File: src/rtl/fir_result_fifo.sv
// Quantizing 8-deep result FIFO behind the FIR filter: round, shift, narrow, buffer.
// Build option: define FIR_RESULT_SAT_EN to clamp the narrowed sample instead of wrapping.
module fir_result_fifo #(
  parameter int unsigned SHIFT = 4
) (
  input  logic              clk,
  input  logic              reset,
  input  logic signed [15:0] y_in,
  input  logic              y_valid,
  output logic signed [7:0] d_out,
  output logic              d_valid,
  input  logic              d_ready,
  output logic [3:0]        count,
  output logic              full,
  output logic              empty,
  output logic              overflow,
  input  logic              clear_ovf
);

  localparam int unsigned DEPTH  = 8;
  localparam int unsigned PTR_W  = 3;
  localparam int unsigned CNT_W  = 4;
  localparam int unsigned DATA_W = 8;
  localparam int unsigned SUM_W  = 17;
  localparam int unsigned ROUND  = 1 << (SHIFT - 1);

  logic signed [SUM_W-1:0]  w_sum;
  logic signed [DATA_W-1:0] w_q;
  logic                     w_push;
  logic                     w_pop;
  logic                     w_drop;

  logic signed [DATA_W-1:0] r_mem [DEPTH];
  logic [PTR_W-1:0]         r_wr_ptr;
  logic [PTR_W-1:0]         r_rd_ptr;
  logic [CNT_W-1:0]         r_count;
  logic                     r_overflow;

  // Round half up: bias by half an LSB of the shifted result.
  assign w_sum = {y_in[15], y_in} + SUM_W'(ROUND);

`ifdef FIR_RESULT_SAT_EN
  logic signed [SUM_W-1:0] w_shifted;
  assign w_shifted = w_sum >>> SHIFT;
  always_comb begin
    w_q = w_shifted[DATA_W-1:0];
    if (w_shifted > SUM_W'(127))
      w_q = 8'sd127;
    else if (w_shifted < -SUM_W'(128))
      w_q = -8'sd128;
  end
`else
  assign w_q = DATA_W'(w_sum >>> SHIFT);
`endif

  assign full     = (r_count == CNT_W'(DEPTH));
  assign empty    = (r_count == '0);
  assign d_valid  = ~empty;
  assign count    = r_count;
  assign overflow = r_overflow;
  assign d_out    = r_mem[r_rd_ptr];

  // A pop frees a slot in the same cycle, so a full FIFO still accepts a push.
  assign w_pop  = d_valid & d_ready;
  assign w_push = y_valid & (~full | w_pop);
  assign w_drop = y_valid & full & ~w_pop;

  always_ff @(posedge clk) begin
    if (w_push)
      r_mem[r_wr_ptr] <= w_q;
  end

  always_ff @(posedge clk or negedge reset) begin
    if (!reset) begin
      r_wr_ptr   <= '0;
      r_rd_ptr   <= '0;
      r_count    <= '0;
      r_overflow <= 1'b0;
    end else begin
      if (w_push)
        r_wr_ptr <= r_wr_ptr + PTR_W'(1);
      if (w_pop)
        r_rd_ptr <= r_rd_ptr + PTR_W'(1);
      case ({w_push, w_pop})
        2'b10:   r_count <= r_count + CNT_W'(1);
        2'b01:   r_count <= r_count - CNT_W'(1);
        default: r_count <= r_count;
      endcase
      // A fresh drop outranks a simultaneous clear.
      if (w_drop)
        r_overflow <= 1'b1;
      else if (clear_ovf)
        r_overflow <= 1'b0;
    end
  end

endmodule

File: config.mk
export PLATFORM = sky130hd
export DESIGN_NAME = fir_result_fifo
export DESIGN_NICKNAME = d
export VERILOG_FILES = /design/src/rtl/fir_result_fifo.sv
export SDC_FILE = /design/constraint.sdc
export NUM_CORES = 1
export LEC_CHECK = 0
export BUFFER_PORTS_ARGS = -buffer_cell sky130_fd_sc_hd__buf_4
export CORE_ASPECT_RATIO = 1.2
export CORE_MARGIN = 1
export CORE_UTILIZATION = 40
export DETAILED_ROUTE_END_ITERATION = 7
export SLEW_MARGIN = 10
export SYNTH_ARGS = -nofsm -noshare
export SYNTH_HDL_FRONTEND = slang
export SYNTH_SLANG_ARGS = --single-unit
File: constraint.sdc
create_clock -name clk -period 3.4 [get_ports clk]
set_input_delay 0.68 -clock clk [delete_from_list [all_inputs] [get_ports clk]]
set_output_delay 0.68 -clock clk [all_outputs]
set_load 0.1 [all_outputs]
==> impl_metrics.yaml <==
clock_tree:
  clock_latency_ps: 350
  cts_max_path_buffers: 2
  htreeDepth: 3
  cts_buffers: 9
  cts_resized: 0
  cts-root-buf: "clkbuf_8"
  clock-sinks: 75
  tritoncts: "yes"
  postCtsSetupBuffers: 0
  hold_buffers: 0
  clk_pin_slew_ps: 70
route:
  drc: 6
  num_vias: 1654
  drt_first_iter_violations: 90
  avgViaCountPerCell: 5.22
  ant_nets: 0
  postRouteWirelength_mm: 5.63
  drt_first_pass_iters: 6
  wl_per_cell_microns: 17.7
floorplan:
  start_util_pct: 41.5
  ios: 37
  die_area_sq_mm: 0.00842
  core_sq_mm: 0.00775
  num_rows: 35
  die_w_microns: 83.9
  die_h_microns: 100
global_routing:
  grt_usage_pct: 14.7
  grt_first_pass_wirelength_mm: 8.70
  antenna_found_initial: 0
  grt_pass1_vias: 1633
  grt_overflow: 0
  grt_max_degree: 17
logic_synthesis:
  ys_warn_count: 0
  syn_area_sq_mm: 0.00322
  synthDistinctLibCells: 39
  syn_avg_cell_area_sq_um: 18.1
  ys_seq_elements: 75
  ys_seq_area_share_pct: 68.2
  synthesis.nets: 205
  async_flop_share_pct: 14.7
  yosysTopAreaCell: "edfxtp_1"
  ys_top_cells_by_area: "edfxtp_1, mux4_2, dfrtp_1"
  yosys_most_used_dff: "edfxtp_1"
  netlist.area_leader.share_pct: 59.7
  synth-edff-count: 64
  synthCells: 178
finish:
  layout_commonest_cell: "edfxtp_1"
  area_delta_synth_final_pct: 18.0
  drive_above_1_share_pct: 38.2
  fin_nets: 247
  layout_common_cells: "edfxtp_1, buf_4, mux4_2, dfrtp_1"
  antenna_cells: 0
setup_path:
  worstReg2RegStart: "count[1]$_DFFE_PN0P_"
  critPathLaunchType: "register"
  r2r-end: "count[3]$_DFFE_PN0P_"
  cp.arrival_ps: 2130
  path_class: "reg -> out"
  crit_fanout: 16
  worst_setup_path_end_kind: "output port"
  reg2reg_depth: 9
  critPathRequiredTime_ps: 2720
  reg2reg_setup_slack_ps: 800
run_status:
  violations: "design-rule violations"
  status: "finished, violations left"
timing:
  relSlewSlack_pct: 56.5
  setup_violations: 0
  period_share_pct: 82.8
  rsz0062_at_grt: "false"
  tns_ps: 0
  max_freq_mhz: 355
  final.min_clock_period_ps: 2810
  fin_skew_ps: 11.5
  worst_pin_slew_ps: 647
  hold_violations: 0
  drv_slew: 0
flow_run:
  max_cap_violations: 0
placement:
  portBuffers: 29
  dp_hpwl_mm: 3.66
  place_congestion: 0.677
hold_path:
  hold_path_class: "in -> async"
[critical path, cell delays in order (launching register included)]
cell     delay (ps)
dfrtp_1         380
buf_4           330
mux4_2          550
mux2_2          270
buf_4           230
[worst max path at each step]
stage                                 start                    to  slack [ps]  cells after the start
CTS                 r_rd_ptr[0]$_DFFE_PN0N_              d_out[0]         530                      4
detailed placement     count[1]$_DFFE_PN0P_  count[3]$_DFFE_PN0P_         790                      9
finish              r_rd_ptr[0]$_DFFE_PN0N_              d_out[2]         590                      4
global placement       count[1]$_DFFE_PN0P_  count[3]$_DFFE_PN0P_         800                      9
global route        r_rd_ptr[0]$_DFFE_PN0N_              d_out[0]         480                      4
floorplan              count[1]$_DFFE_PN0P_                  full          40                      3
[routing by layer]
| layer | track usage [%] | vias to the layer above | part of all wire, % |
|---|---|---|---|
| met3 | 4.11 | 9 | 5.6 |
| met4 | 5.57 | 0 | 1.6 |
| met2 | 24.6 | 48 | 49 |
| met5 | 0 | - | 0 |
| met1 | 18.3 | 822 | 44 |
| li1 | - | 775 | - |
[Yosys cell counts (2+ instances only)]
master and n:
buf_1 2, clkbuf_2 2, dfrtp_1 11, edfxtp_1 64
ha_1 5, inv_1 5, mux2_2 10, mux4_2 16
nand2_1 7, nand2b_1 2, nand3_1 4, nor2_1 9
nor3_1 2, or2_2 2, xnor2_1 10, xor2_1 4
[area by class of cell]
type,count,area (sq um)
repair buffers,39,293
fillers,659,3950
clock inverters,6,90.1
flip-flops and latches,75,2200
well taps,92,115
inverters,5,18.8
multi-input cells,90,960
clock buffers,10,128
[metrics by stage]
| step | utilization, % | area, sq um | worst slack, ps | instances | hold WS, ps |
|---|---|---|---|---|---|
| final | 49.0 | 3800 | 585 | 317 | 153 |
| after global routing | 49.0 | 3800 | 481 | 317 | 153 |
| after CTS | 49.0 | 3800 | 527 | 317 | 147 |
| after detailed placement | 46.2 | 3580 | 792 | 301 | 498 |
| after global placement | 46.2 | 3580 | 804 | 301 | 498 |
| after floorplan | - | 3220 | 38.4 | 178 | 384 |
[sequential cells by signal (all words and copies together) (netlist names)]
name	flops
r_mem	64
r_rd_ptr	3
overflow	1
count	4
r_wr_ptr	3
[logic make-up (layout without fill, tap and decap cells)]
group | Yosys count | after routing | share of synthesized area (%)
DFF | 75 | 75 | 68.2
and+or+nand+nor | 33 | 33 | 5.28
muxes | 28 | 28 | 15.5
xor gates and xnor gates | 14 | 14 | 3.81
buffers and inverters | 13 | 60 | 1.98
AOI/OAI and AO/OA | 9 | 9 | 2.68
adders and majority gates | 6 | 6 | 2.56
Power is not shown: default switching activity piles up to over one toggle a cycle in this logic, so the estimate is an artifact.
